`src/rtl/mem_pkg.sv`:
```
// Shared definitions for the two-port memory-slice arbiter.
//   - WIDTH_* : slice width_mode encodings (2'b11 is illegal).
//   - state_e : arbiter FSM states.
//   - mem_req_t : one latched request (store flag, width, sign, byte address, data).
//   - access_legal() : alignment / width legality rule for a request.
package mem_pkg;

  localparam logic [1:0] WIDTH_WORD = 2'b00;
  localparam logic [1:0] WIDTH_HALF = 2'b01;
  localparam logic [1:0] WIDTH_BYTE = 2'b10;

  typedef enum logic [1:0] {
    IDLE   = 2'd0,
    ACCESS = 2'd1,
    HOLD   = 2'd2,
    RESP   = 2'd3
  } state_e;

  typedef struct packed {
    logic        we;
    logic [1:0]  width;
    logic        sgn;
    logic [10:0] addr;
    logic [31:0] wdata;
  } mem_req_t;

  // Words must be 4-byte aligned; a half may sit at any offset except 3,
  // where it would straddle two words; bytes are always fine.
  function automatic logic access_legal(input logic [1:0] width, input logic [1:0] addr_lo);
    logic ok;
    ok = 1'b0;
    case (width)
      WIDTH_WORD: ok = (addr_lo == 2'b00);
      WIDTH_HALF: ok = (addr_lo != 2'b11);
      WIDTH_BYTE: ok = 1'b1;
      default:    ok = 1'b0;
    endcase
    return ok;
  endfunction

endpackage

```
`src/rtl/rr_arbiter_2.sv`:
```
// Two-requester grant logic (purely combinational).
//   valid[1:0]  : requests
//   last_grant  : port granted most recently
//   grant[1:0]  : one-hot grant (zero when nothing is valid)
//   winner      : index of the granted port (meaningful only when grant != 0)
// FIXED_PRIO = 0 : on a conflict, the port that was not granted last wins.
// FIXED_PRIO = 1 : on a conflict, port 0 always wins.
module rr_arbiter_2 #(
  parameter int unsigned FIXED_PRIO = 0
) (
  input  logic [1:0] valid,
  input  logic       last_grant,
  output logic [1:0] grant,
  output logic       winner
);

  always_comb begin
    winner = 1'b0;
    grant  = 2'b00;
    case (valid)
      2'b01: begin
        winner = 1'b0;
        grant  = 2'b01;
      end
      2'b10: begin
        winner = 1'b1;
        grant  = 2'b10;
      end
      2'b11: begin
        winner = (FIXED_PRIO != 0) ? 1'b0 : ~last_grant;
        grant  = winner ? 2'b10 : 2'b01;
      end
      default: ;
    endcase
  end

endmodule

```
`src/rtl/mem_port_arbiter.sv`:
```
// Shares one synchronous-read memory slice between port 0 (fetch) and
// port 1 (load/store), one access at a time.
//   clk, rst_n        : clock, synchronous active-low reset
//   req_*             : per-port request (valid/ready, we, width, signed, addr, wdata)
//   rsp_valid[1:0]    : one-cycle response pulse to the owning port
//   rsp_rdata/fault   : shared response payload
//   mem_*             : registered slice controls; mem_rdata is the slice output
//   dbg_state         : current FSM state
//
// Handshake: a port raises req_valid and holds its fields until it sees
// req_ready high at a rising edge; that edge is the accept. req_ready is
// combinational, only ever high in IDLE, and one-hot. Responses are a single
// rsp_valid pulse with no back-pressure.
//
// Flow: IDLE -> ACCESS -> HOLD -> RESP (load), IDLE -> ACCESS -> RESP (store),
// IDLE -> RESP (illegal request, no memory access). The slice's read lane mux
// is combinational on ren/width/addr, so those controls are held unchanged
// through HOLD, the cycle in which read data is captured.
module mem_port_arbiter
  import mem_pkg::*;
#(
  parameter int unsigned FIXED_PRIO = 0
) (
  input  logic             clk,
  input  logic             rst_n,
  input  logic [1:0]       req_valid,
  output logic [1:0]       req_ready,
  input  logic [1:0]       req_we,
  input  logic [1:0][1:0]  req_width,
  input  logic [1:0]       req_signed,
  input  logic [1:0][10:0] req_addr,
  input  logic [1:0][31:0] req_wdata,
  output logic [1:0]       rsp_valid,
  output logic [31:0]      rsp_rdata,
  output logic             rsp_fault,
  output logic             mem_ren,
  output logic             mem_wen,
  output logic [1:0]       mem_width,
  output logic             mem_signed,
  output logic [10:0]      mem_addr,
  output logic [31:0]      mem_wdata,
  input  logic [31:0]      mem_rdata,
  output state_e           dbg_state
);

  state_e   state_q, state_d;
  mem_req_t req_q, req_d;
  logic     owner_q, owner_d;
  logic     last_grant_q, last_grant_d;
  logic     fault_q, fault_d;

  logic        mem_ren_q, mem_ren_d;
  logic        mem_wen_q, mem_wen_d;
  logic [1:0]  mem_width_q, mem_width_d;
  logic        mem_signed_q, mem_signed_d;
  logic [10:0] mem_addr_q, mem_addr_d;
  logic [31:0] mem_wdata_q, mem_wdata_d;
  logic [1:0]  rsp_valid_q, rsp_valid_d;
  logic [31:0] rsp_rdata_q, rsp_rdata_d;
  logic        rsp_fault_q, rsp_fault_d;

  logic [1:0] grant;
  logic       winner;
  logic       legal;

  rr_arbiter_2 #(.FIXED_PRIO(FIXED_PRIO)) u_arb (
    .valid      (req_valid),
    .last_grant (last_grant_q),
    .grant      (grant),
    .winner     (winner)
  );

  assign req_ready = (state_q == IDLE) ? grant : 2'b00;

  // State register (all flops)
  always_ff @(posedge clk) begin
    if (!rst_n) begin
      state_q      <= IDLE;
      req_q        <= '0;
      owner_q      <= 1'b0;
      last_grant_q <= 1'b1;
      fault_q      <= 1'b0;
      mem_ren_q    <= 1'b0;
      mem_wen_q    <= 1'b0;
      mem_width_q  <= 2'b00;
      mem_signed_q <= 1'b0;
      mem_addr_q   <= '0;
      mem_wdata_q  <= '0;
      rsp_valid_q  <= 2'b00;
      rsp_rdata_q  <= '0;
      rsp_fault_q  <= 1'b0;
    end else begin
      state_q      <= state_d;
      req_q        <= req_d;
      owner_q      <= owner_d;
      last_grant_q <= last_grant_d;
      fault_q      <= fault_d;
      mem_ren_q    <= mem_ren_d;
      mem_wen_q    <= mem_wen_d;
      mem_width_q  <= mem_width_d;
      mem_signed_q <= mem_signed_d;
      mem_addr_q   <= mem_addr_d;
      mem_wdata_q  <= mem_wdata_d;
      rsp_valid_q  <= rsp_valid_d;
      rsp_rdata_q  <= rsp_rdata_d;
      rsp_fault_q  <= rsp_fault_d;
    end
  end

  // Next-state and request latching
  always_comb begin
    state_d      = state_q;
    req_d        = req_q;
    owner_d      = owner_q;
    last_grant_d = last_grant_q;
    fault_d      = fault_q;
    legal        = access_legal(req_width[winner], req_addr[winner][1:0]);
    case (state_q)
      IDLE: begin
        if (grant != 2'b00) begin
          req_d.we     = req_we[winner];
          req_d.width  = req_width[winner];
          req_d.sgn    = req_signed[winner];
          req_d.addr   = req_addr[winner];
          req_d.wdata  = req_wdata[winner];
          owner_d      = winner;
          last_grant_d = winner;
          fault_d      = ~legal;
          state_d      = legal ? ACCESS : RESP;
        end
      end
      ACCESS:  state_d = req_q.we ? RESP : HOLD;
      HOLD:    state_d = RESP;
      RESP:    state_d = IDLE;
      default: state_d = IDLE;
    endcase
  end

  // Registered outputs are computed from the upcoming state so that they
  // line up with the state they belong to.
  always_comb begin
    mem_ren_d    = 1'b0;
    mem_wen_d    = 1'b0;
    mem_width_d  = 2'b00;
    mem_signed_d = 1'b0;
    mem_addr_d   = '0;
    mem_wdata_d  = '0;
    rsp_valid_d  = 2'b00;
    rsp_rdata_d  = '0;
    rsp_fault_d  = 1'b0;
    if ((state_d == ACCESS) || (state_d == HOLD)) begin
      mem_addr_d   = req_d.addr;
      mem_width_d  = req_d.width;
      mem_signed_d = req_d.sgn;
      if (req_d.we) begin
        mem_wen_d   = (state_d == ACCESS);
        mem_wdata_d = req_d.wdata;
      end else begin
        mem_ren_d   = 1'b1;
      end
    end
    if (state_d == RESP) begin
      rsp_valid_d[owner_d] = 1'b1;
      rsp_fault_d          = fault_d;
      // Only a load reaches RESP from HOLD; its data is on mem_rdata now.
      if (state_q == HOLD) rsp_rdata_d = mem_rdata;
    end
  end

  assign mem_ren    = mem_ren_q;
  assign mem_wen    = mem_wen_q;
  assign mem_width  = mem_width_q;
  assign mem_signed = mem_signed_q;
  assign mem_addr   = mem_addr_q;
  assign mem_wdata  = mem_wdata_q;
  assign rsp_valid  = rsp_valid_q;
  assign rsp_rdata  = rsp_rdata_q;
  assign rsp_fault  = rsp_fault_q;
  assign dbg_state  = state_q;

endmodule

```
`config.mk`:
```
export PLATFORM = sky130hd
export DESIGN_NAME = mem_port_arbiter
export DESIGN_NICKNAME = d
export VERILOG_FILES = /design/src/rtl/mem_pkg.sv /design/src/rtl/rr_arbiter_2.sv /design/src/rtl/mem_port_arbiter.sv
export SDC_FILE = /design/constraint.sdc
export NUM_CORES = 1
export LEC_CHECK = 0
export CORE_UTILIZATION = 45
export CTS_CLUSTER_DIAMETER = 200
export CTS_CLUSTER_SIZE = 24
export DETAILED_ROUTE_END_ITERATION = 7
export PLACE_DENSITY = 0.92
export SETUP_SLACK_MARGIN = 0.5
export SLEW_MARGIN = 5
export SYNTH_ARGS = -nofsm -noshare
export SYNTH_HDL_FRONTEND = slang
export SYNTH_SLANG_ARGS = --single-unit
export TNS_END_PERCENT = 20
```
`constraint.sdc`:
```
create_clock -name clk -period 7.2 [get_ports clk]
set_input_delay 0.72 -clock clk [delete_from_list [all_inputs] [get_ports clk]]
set_output_delay 0.72 -clock clk [all_outputs]
set_load 0.005 [all_outputs]
```
==> metrics.md <==
| Metric | Value |
|---|---|
| H-tree depth | `4` |
| WP data arrival | `~3 ns` |
| # port buffers | `around 220` |
| Synth Register Bits | `135` |
| Max-slew violations | `0` |
| Setup repair bufs after CTS | `0` |
| All-Layer GR Usage | `20.76%` |
| Initial Utilization | `46.21%` |
| Achievable Freq | `~0.27 GHz` |
| Die area | `~12,000 um^2` |
| Register area share after synthesis | `53.72%` |
| Most frequent cells in the layout | `clkdlybuf4s50_1 (216), dfxtp_1 (135), nor2_1 (53), mux2i_1 (47), a211oi_1 (36)` |
| Layout net count | `around 800` |
| Largest net degree at the start of global routing | `between 60 and 70` |
| Worst Max-Slew Pin Slew | `1.011 ns` |
| Drt wl/cell | `14.77 um` |
| DRT Pass-1 Iters | `4` |
| Yosys cell types | `31` |
| Share of cells above drive strength 1 | `just under 10%` |
| Row Count | `38` |
| Die Wd | `~110 um` |
| CP Class | `in2out` |
| Mapped Cells | `460` |
| Clock transition at path regs | `roughly 0.05 ns` |
| Min Tclk post-route | `3.679 ns` |
| Clock Latency Late Sink | `0.50 ns` |
| HP Class | `reg2reg` |
| CP Capture Point | `req_ready[1]` |
| Critical path startpoint category | `input pin` |
| Setup Skew | `~0.0096 ns` |
| First-pass GRT wire length | `between 15,000 and 20,000 um` |
| CTS tree | `built` |
| Dominant synthesized flop cell | `dfxtp_1` |
| Post-synthesis cell area | `5031 um^2` |
| Worst Path Required | `6.48 ns` |
| Core area | `10,890 um^2` |
| Worst reg-to-reg setup slack | `4.03 ns` |
| RSZ-0062 raised after global routing | `no` |
| Non-Filler Instances | `approximately 820` |
| DR iter-0 viols | `between 100 and 150` |
| Root buffer cell | `clkbuf_8` |
| Resize count post-CTS | `0` |
| Placed insts | `786` |
| Peak VDD IR | `between 200 and 250 uV` |
| Maxcap violations | `0` |
| Setup TNS | `0 ns` |
| DP Wirelength | `8698 um` |
| Vias/cell | `~5` |
| RR Endpoint | `mem_wdata[31]` |
| Worst-path fanout max | `between 40 and 50` |
| N_diodes | `0` |
| R2R depth | `10` |
| DRC Markers | `0` |
| Leakage | `between 2 and 3 nW` |
| Critical Path End Type | `output port` |
| Worst slew margin | `approximately 33%` |
| Final Hold Fails | `0` |
| Final WL | `between 10,000 and 15,000 um` |
| Mapped Nets | `approximately 600` |
| Vias in the first global route | `between 4,000 and 5,000` |
| Run status | `finished, final reports clean` |
| Asr flop ratio synth | `0%` |
| Final setup vio count | `0` |
| Reg-to-Reg Start | `dbg_state[1]` |
| Total Power | `0.002873 W` |
| # clock sinks | `135` |
| Most common cell after layout, fill and taps aside | `clkdlybuf4s50_1` |
| Io pins | `approximately 220` |
| Die Ht | `between 100 and 150 um` |
| GRT overflow | `0` |
| Final Cycle Share | `a little over 50%` |
| Total CTS buffers | `17` |
| Antenna violation net count after detailed routing | `0` |
| Post-synth EDFFs | `0` |
| GP Congestion | `a little over 0.8` |
| Initial antenna violation count | `0` |
| Hold-fix buffers, CTS | `0` |
| Crit. Startpoint | `req_valid[1]` |
| Deepest clock path buffer count | `2` |
| Syn avg cell area | `about 11 um^2` |
| Routed vias | `4,112` |
| P&R area growth vs syn | `54.51%` |
| YS warnings | `0` |
| PD cells | `369.6 nW/um^2` |
[state kept, by name (all words and copies together) (netlist names), 2 cells and up]
signal,cells
dbg_state,2
mem_addr,11
mem_wdata,32
mem_width,2
req_q,47
rsp_rdata,32
rsp_valid,2
[synthesized netlist by cell type (all sizes together), types with 3 or more instances]
master / instances / area, um^2
clkbuf: 13 / 48.80
a211oi: 65 / 633.1
dfxtp: 135 / 2703
ha: 6 / 75.07
o21ai: 7 / 35.03
nor2b: 5 / 31.28
nand2b: 3 / 18.77
nand2: 17 / 63.81
and2: 35 / 219.0
nor2: 53 / 198.9
mux2i: 47 / 470.5
buf: 21 / 151.4
inv: 6 / 22.52
nor3b: 30 / 225.2
[metrics by stage]
step           instance area (um^2)  util, %  hold slack [ns]  setup slack (ns)
6_report                       7774    71.40           0.4989             3.521
3_5_place_dp                   7206    66.18           0.4862             3.061
2_1_floorplan                  5031        -           0.4555             4.376
3_3_place_gp                   7206    66.18           0.4712             3.149
4_1_cts                        7774    71.40           0.4996             3.529
5_1_grt                        7774    71.40           0.5235             3.395
[cell type report]
class	instances	area (um^2)
clock buffer	19	421.7
clock inverter	13	146.4
fill	768	3114
inverter	6	22.52
multi-input combinational	285	2113
sequential	135	2703
tap	140	175.2
timing repair buffer	220	2192
[worst max-delay path, cell delays in order]
cell and delay, ns:
clkdlybuf4s50_1 0.58, a21boi_4 0.22, buf_4 0.66, and2_1 0.23, clkdlybuf4s50_1 0.50
[kinds of logic (layout without fill, tap and decap cells)]
kind of cell	count (synthesis)	in the layout	share of synthesized area, %
AOI/OAI and AO/OA	84	84	15.27
adders and majority gates	6	6	1.492
buffers and inverters	40	258	4.427
DFF	135	135	53.72
muxes	48	48	9.575
and+or+nand+nor	147	147	15.52
[worst min path at each step]
stage            start       to  slack [ns]  cells after the start
2_1_floorplan  fault_q  fault_q        0.46                      2
3_3_place_gp   fault_q  fault_q        0.47                      2
3_5_place_dp   fault_q  fault_q        0.49                      2
4_1_cts        fault_q  fault_q        0.50                      2
5_1_grt        fault_q  fault_q        0.52                      2
6_report       fault_q  fault_q        0.50                      2
[power by group]
| part | total (W) | switching, W | leakage (nW) | internal, W |
|---|---|---|---|---|
| Clock | 0.000821 | 0.000325 | 0.261 | 0.000496 |
| Sequential | 0.00102 | 0.0000620 | 1.11 | 0.000958 |
| Combinational | 0.00103 | 0.000560 | 1.54 | 0.000472 |
| Total | 0.00287 | 0.000947 | 2.91 | 0.00193 |
[metal layers]
metal  vias to the layer above  wire [um]  GRT usage (%)
met5                         -          0              0
met4                         0        220          8.219
met3                        19        707          5.266
met2                       139       6479          38.69
met1                      1930       4677          22.13
li1                       2024          -              -
Power figures use the tool's default switching activity.
